File: src/rtl/cache_miss_fsm.sv
// cache_miss_fsm
//   Data-cache miss controller. One FSM handles read misses, allocating write misses
//   and write-through stores. Write-back, write-allocate and critical-word restart are
//   chosen by parameter.
//
//   state   | meaning
//   --------+----------------------------------------------------------------
//   IDLE    | serve hits; on a miss start the fill (and victim write-back)
//   FILL    | pipeline stalled on the miss, waiting for the critical word / done
//   FILL_BG | critical word already forwarded; fill finishing in background,
//           | read hits to other indices are served
//   INSTALL | one-cycle full-line write from LF into the arrays (+ store merge)
//   WT_WAIT | store held on the write-through port until it is accepted
//
// Ports
//   Clk, Rst            clock (rising edge), synchronous active-high reset
//   En, RW, WordAddress processor access (RW=1 write)
//   Stall               hold pipeline, access must be re-presented
//   C_Miss, C_Dirty     tag-miss and victim-dirty status from the arrays
//   R_Enable, W_Enable  cache read / single-word write of the current access
//   WriteLine, Merge    install line from LF, merge pending store word
//   CrtWord             forward critical word from LF to the pipeline
//   LF_Start/FirstWord/Done  line-fill buffer handshake
//   WB_Start/Done       victim write-back buffer handshake
//   WT_Valid, WT_Ready  write-through store port
//   FillIndex           index of the line under fill
//   Busy                FSM not idle
module cache_miss_fsm #(
    parameter int ADDR_W     = 32,
    parameter int LINE_T     = 11,
    parameter int LINE_B     = 5,
    parameter int WRITE_BACK = 1,
    parameter int WR_ALLOC   = 1,
    parameter int CWF        = 1
) (
    input  logic                     Clk,
    input  logic                     Rst,
    input  logic                     En,
    input  logic                     RW,
    input  logic [ADDR_W-1:0]        WordAddress,
    output logic                     Stall,
    input  logic                     C_Miss,
    input  logic                     C_Dirty,
    output logic                     R_Enable,
    output logic                     W_Enable,
    output logic                     WriteLine,
    output logic                     Merge,
    output logic                     CrtWord,
    output logic                     LF_Start,
    input  logic                     LF_FirstWord,
    input  logic                     LF_Done,
    output logic                     WB_Start,
    input  logic                     WB_Done,
    output logic                     WT_Valid,
    input  logic                     WT_Ready,
    output logic [LINE_T-LINE_B:0]   FillIndex,
    output logic                     Busy
);

    localparam int  IDX_W  = LINE_T - LINE_B + 1;
    localparam bit  WB_EN  = (WRITE_BACK != 0);
    localparam bit  WA_EN  = (WR_ALLOC != 0);
    localparam bit  CWF_EN = (CWF != 0);

    typedef enum logic [2:0] {
        IDLE    = 3'd0,
        FILL    = 3'd1,
        FILL_BG = 3'd2,
        INSTALL = 3'd3,
        WT_WAIT = 3'd4
    } state_t;

    state_t            state_q, state_d;
    logic              lf_pend_q, lf_pend_d;
    logic              wb_pend_q, wb_pend_d;
    logic              is_wr_q, is_wr_d;
    logic              lf_start_q, lf_start_d;
    logic              wb_start_q, wb_start_d;
    logic [IDX_W-1:0]  fill_index_q, fill_index_d;

    logic [IDX_W-1:0]  acc_index;
    logic              unused_addr;

    assign acc_index   = WordAddress[LINE_T:LINE_B];
    assign unused_addr = ^{WordAddress[ADDR_W-1:LINE_T+1], WordAddress[LINE_B-1:0]};

    always_ff @(posedge Clk) begin
        if (Rst) begin
            state_q      <= IDLE;
            lf_pend_q    <= 1'b0;
            wb_pend_q    <= 1'b0;
            is_wr_q      <= 1'b0;
            lf_start_q   <= 1'b0;
            wb_start_q   <= 1'b0;
            fill_index_q <= '0;
        end else begin
            state_q      <= state_d;
            lf_pend_q    <= lf_pend_d;
            wb_pend_q    <= wb_pend_d;
            is_wr_q      <= is_wr_d;
            lf_start_q   <= lf_start_d;
            wb_start_q   <= wb_start_d;
            fill_index_q <= fill_index_d;
        end
    end

    always_comb begin
        state_d      = state_q;
        lf_pend_d    = lf_pend_q;
        wb_pend_d    = wb_pend_q;
        is_wr_d      = is_wr_q;
        fill_index_d = fill_index_q;
        lf_start_d   = 1'b0;
        wb_start_d   = 1'b0;
        Stall        = 1'b0;
        R_Enable     = 1'b0;
        W_Enable     = 1'b0;
        WriteLine    = 1'b0;
        Merge        = 1'b0;
        CrtWord      = 1'b0;
        WT_Valid     = 1'b0;

        case (state_q)
            IDLE: begin
                if (En) begin
                    if (!C_Miss) begin
                        if (!RW) begin
                            R_Enable = 1'b1;
                        end else if (WB_EN) begin
                            W_Enable = 1'b1;
                        end else begin
                            WT_Valid = 1'b1;
                            if (WT_Ready) begin
                                W_Enable = 1'b1;
                            end else begin
                                Stall   = 1'b1;
                                state_d = WT_WAIT;
                            end
                        end
                    end else if (!RW || WA_EN) begin
                        Stall        = 1'b1;
                        state_d      = FILL;
                        fill_index_d = acc_index;
                        is_wr_d      = RW;
                        lf_start_d   = 1'b1;
                        wb_start_d   = WB_EN && C_Dirty;
                        lf_pend_d    = 1'b1;
                        wb_pend_d    = WB_EN && C_Dirty;
                    end else begin
                        // Non-allocating write miss: store goes out the WT port only.
                        WT_Valid = 1'b1;
                        if (!WT_Ready) begin
                            Stall   = 1'b1;
                            state_d = WT_WAIT;
                        end
                    end
                end
            end

            WT_WAIT: begin
                WT_Valid = 1'b1;
                if (WT_Ready) begin
                    W_Enable = En && !C_Miss;
                    state_d  = IDLE;
                end else begin
                    Stall = 1'b1;
                end
            end

            FILL, FILL_BG: begin
                lf_pend_d = lf_pend_q && !LF_Done;
                wb_pend_d = wb_pend_q && !WB_Done;
                if (state_q == FILL) begin
                    Stall = 1'b1;
                    if (LF_FirstWord && !is_wr_q && CWF_EN) begin
                        CrtWord = 1'b1;
                        Stall   = 1'b0;
                        state_d = FILL_BG;
                    end
                end else if (En) begin
                    // Only read hits outside the line being filled can proceed.
                    if (!RW && !C_Miss && (acc_index != fill_index_q)) begin
                        R_Enable = 1'b1;
                    end else begin
                        Stall = 1'b1;
                    end
                end
                if (!lf_pend_d && !wb_pend_d) begin
                    state_d = INSTALL;
                end
            end

            INSTALL: begin
                WriteLine = 1'b1;
                Merge     = is_wr_q;
                Stall     = En;
                state_d   = IDLE;
            end

            default: begin
                state_d = IDLE;
            end
        endcase

        // Outputs are forced quiet while reset is held.
        if (Rst) begin
            Stall     = 1'b0;
            R_Enable  = 1'b0;
            W_Enable  = 1'b0;
            WriteLine = 1'b0;
            Merge     = 1'b0;
            CrtWord   = 1'b0;
            WT_Valid  = 1'b0;
        end
    end

    assign LF_Start  = lf_start_q && !Rst;
    assign WB_Start  = wb_start_q && !Rst;
    assign FillIndex = fill_index_q;
    assign Busy      = (state_q != IDLE) && !Rst;

endmodule

File: config.mk
export PLATFORM = sky130hd
export DESIGN_NAME = cache_miss_fsm
export DESIGN_NICKNAME = d
export VERILOG_FILES = /design/src/rtl/cache_miss_fsm.sv
export SDC_FILE = /design/constraint.sdc
export NUM_CORES = 1
export LEC_CHECK = 0
export CAP_MARGIN = 20
export CORE_ASPECT_RATIO = 1.5
export CORE_MARGIN = 2
export CORE_UTILIZATION = 31
export CTS_BUF_LIST = sky130_fd_sc_hd__clkbuf_4 sky130_fd_sc_hd__clkbuf_8 sky130_fd_sc_hd__clkbuf_16
export CTS_CLUSTER_DIAMETER = 200
export DETAILED_ROUTE_END_ITERATION = 8
export PLACE_DENSITY = 0.85
export SETUP_SLACK_MARGIN = 0.5
export SKIP_LAST_GASP = 1
export SLEW_MARGIN = 15
export SYNTH_ARGS = -nofsm -noshare
export SYNTH_HDL_FRONTEND = slang
export SYNTH_SLANG_ARGS = --single-unit
File: constraint.sdc
create_clock -name Clk -period 1.72 [get_ports Clk]
set_clock_uncertainty 0.2 [all_clocks]
set_input_delay 0.344 -clock Clk [delete_from_list [all_inputs] [get_ports Clk]]
set_output_delay 0.344 -clock Clk [all_outputs]
set_load 0.02 [all_outputs]
==> out/results.tsv <==
stage	metric	value	unit
status	run_status	complete, but fails checks	
status	violated_checks	setup timing	
pwr	net-switching-power	1.20	mW
timing	max_clock_freq	0.442	GHz
detailed_routing	via_per_inst	5.31	
floorplan	design.portCount	59	
hold_path	whs_path_depth	3	
yosys	post-synth-top-area-cell	dfxtp_1	
floorplan	effective_utilization_at_floorplan	32.1	%
grt	number_of_antenna_violations_at_the_first_check_in_global_routing	0	
yosys	synthesis.nets	152	
worst_setup_path	worstPathMaxFanout	5	
detailed_routing	detail_route.iter0.violations	19	
pwr	flop_pwr_share	15.8	%
yosys	synth-seq-area-share	33.0	%
worst_setup_path	crit_required	1.18	ns
yosys	synthesis.area_per_instance	8.01	sq um
hold_path	min-delay-path-class	primary input to register	
worst_setup_path	worstPathArrival	1.72	ns
cells_and_area	antenna-diode-count	0	
worst_setup_path	regToRegEndpoint	state_q[0]$_SDFFE_PP0P_	
detailed_routing	route.vias.total	1158	
placement	dp_worst_setup_slack	-1.02	ns
grt	grt_first_pass_wirelength	5540	microns
timing	final-max-slew-violation-count	0	
placement	numPortBuffers	31	
floorplan	core-area	2650	sq um
pwr	netSwitchingFraction	41.5	%
clock_tree	cts_buffers	3	
yosys	cell_variety_after_synth	37	
placement	finalWeightedCongestion	0.924	
worst_setup_path	path_class	register to output pin	
detailed_routing	drt-wirelength-per-cell	19.8	microns
floorplan	die_height	68.1	microns
clock_tree	path_clk_slew	0.06	ns
floorplan	rows	23	
pwr	internal_power	1.69	mW
yosys	ys_seq_elements	14	
detailed_routing	wirelength	4320	microns
worst_setup_path	crit_path_end	Stall	
pwr	power.share.clock	11.4	%
timing	final_min_period_over_clock_period	131	%
job	drv_cap	0	
yosys	synth.top_cells.by_area	dfxtp_1 (33%), nand2_1 (9.3%), xnor2_1 (7.2%), ha_1 (5.9%), a21oi_1 (5.3%)	
cells_and_area	area_delta_synth_final	129	%
worst_setup_path	ff2ff_setup_slack	-0.23	ns
clock_tree	cts_tree	done	
cells_and_area	layout_commonest_cell	buf_6	
worst_setup_path	worst_setup_sp	state_q[1]$_SDFFE_PP0P_	
cells_and_area	drive_gt1_share	72.4	%
cells_and_area	nNetsFinal	228	
clock_tree	cts-htree-levels	1	
pwr	ir_drop	0.928	mV
detailed_routing	drtPass1Iterations	4	
pwr	comb_power_share	72.8	%
timing	setup_tns	-2.37	ns
cells_and_area	layout.cells.most_common_list	buf_6 (33), buf_4 (28), nand2_1 (13)	
grt	first_global_vias	1198	
timing	setup_failing_eps_final	11	
pwr	power_density_over_the_cells	1490	nW/um^2
pwr	p_leak	0.794	nW
grt	grt_use_total	25.2	%
worst_setup_path	worst_r2r_path_depth	9	
timing	fin_crit	2.26	ns
cells_and_area	fin_util	73.3	%
clock_tree	clock_sinks	14	
yosys	synth_top_cell_area_share	33.0	%
detailed_routing	antenna_left	0	
clock_tree	max-clock-path-buffers	2	
yosys	synth.cell_area	850	sq um
detailed_routing	drcViolationCount	0	
floorplan	floorplan.die_area	3180	sq um
worst_setup_path	critical_path.startpoint_type	register	
clock_tree	cts.hold.buffers_added	0	
grt	grt-ovfl-total	0	
timing	grt_setup_unrepaired	true	
timing	timing.final.hold_violations	0	
clock_tree	insertion_delay_to_the_later_sink_of_the_worst_skew_pair	0.25	ns
worst_setup_path	critical_r2r_launch	state_q[1]$_SDFFE_PP0P_	
worst_setup_path	timing.critical_path.to_type	output pin	
placement	total_half_perimeter_wirelength_after_legalization_and_detailed_placement	2240	microns
yosys	synth_warnings	0	
timing	final_critical_path_setup_slack	-0.540	ns
grt	grt_start_max_net_pins	9	
yosys	synthCells	106	
clock_tree	clk_root_buffer_cell	clkbuf_8	
floorplan	die_width	46.7	microns
## timing repair
| item | CTS | global route |
|---|---|---|
| resized for setup | 157 | 35 |
| setup buffers | 6 | 7 |
| endpoints found under the setup margin | 30 | 30 |
| pin swaps | 13 | 17 |
## worst min path at each step
stage | start | end | slack, ns
6_report | WordAddress[6] | FillIndex[1]$_SDFFE_PP0P_ | 0.20
5_1_grt | WordAddress[6] | FillIndex[1]$_SDFFE_PP0P_ | 0.20
4_1_cts | wb_pend_q$_SDFFE_PP0P_ | wb_pend_q$_SDFFE_PP0P_ | 0.28
3_5_place_dp | wb_pend_q$_SDFFE_PP0P_ | wb_pend_q$_SDFFE_PP0P_ | 0.27
3_3_place_gp | wb_pend_q$_SDFFE_PP0P_ | wb_pend_q$_SDFFE_PP0P_ | 0.26
2_1_floorplan | wb_pend_q$_SDFFE_PP0P_ | wb_pend_q$_SDFFE_PP0P_ | 0.24
## synth_stat cells, drive strengths merged
| cell type | instances |
|---|---|
| nor2 | 8 |
| o21ba | 1 |
| xnor2 | 7 |
| a21boi | 2 |
| mux2 | 1 |
| a31oi | 2 |
| o211ai | 2 |
| a311oi | 1 |
| nand2 | 21 |
| dfxtp | 14 |
| nor3 | 2 |
| o21ai | 2 |
| buf | 5 |
| a211oi | 1 |
| a2111oi | 1 |
| conb | 1 |
| nor4 | 1 |
| and2 | 4 |
| o31ai | 1 |
| a21oi | 9 |
| nor2b | 3 |
| a221oi | 1 |
| nand2b | 3 |
| inv | 5 |
| nand4 | 1 |
| nand3 | 2 |
| and3 | 1 |
| ha | 4 |
## layer usage
| layer | part of all wire [%] | vias up | GRT usage, % | wire length [microns] |
|---|---|---|---|---|
| li1 | - | 508 | - | - |
| met1 | 35 | 563 | 24.2 | 1530 |
| met2 | 54 | 64 | 46.7 | 2340 |
| met3 | 5.0 | 23 | 5.01 | 215 |
| met4 | 5.6 | 0 | 15.3 | 243 |
| met5 | 0 | - | 0 | 0 |
## critical path, stage by stage (launching register included)
cell and delay, ns:
dfxtp_2 0.36, inv_4 0.06, ha_4 0.33, o21ai_2 0.12
a211oi_2 0.30, and2_4 0.19, buf_6 0.11
## through the flow
step	instances	area [sq um]	total power, mW	hold slack (ns)
4_1_cts	211	1780	2.43	0.284
2_1_floorplan	106	955	1.17	0.244
3_3_place_gp	201	1520	1.63	0.260
6_report	218	1940	2.89	0.199
5_1_grt	218	1940	2.99	0.198
3_5_place_dp	201	1520	1.69	0.274
## flip-flops by register name, indices dropped and copies added (netlist names)
register and flops:
FillIndex 7, state_q 2, is_wr_q 1, lf_pend_q 1
lf_start_q 1, wb_pend_q 1, wb_start_q 1
## final cells by class
cell class                 count  area (sq um)
clock buffer                   4          55.1
fill                         156           706
inverter                       5          28.8
multi-input combinational     82           800
sequential                    14           297
tap                           37          46.3
timing repair buffer          76           716
## power groups by stage
stage          Clock (mW)  Combinational [mW]  Sequential (mW)
2_1_floorplan           0               0.709            0.463
3_3_place_gp            0                1.19            0.436
6_report            0.330                2.10            0.456
5_1_grt             0.353                2.18            0.459
4_1_cts             0.327                1.65            0.450
3_5_place_dp            0                1.25            0.443
## kinds of logic (layout without fill, tap and decap cells)
group                    count (synthesis)  count (layout)  share of synthesized area (%)
XOR/XNOR                                 7               7                           7.22
other                                    1               1                          0.441
buffers and inverters                   10              85                           6.33
adder cells (fa/ha/maj)                  4               4                           5.89
AND/OR/NAND/NOR                         46              46                           25.9
flip-flops                              14              14                           33.0
multiplexers                             1               1                           1.33
AO/OA/AOI/OAI                           23              23                           19.9
(Power assumes the default switching activity.)
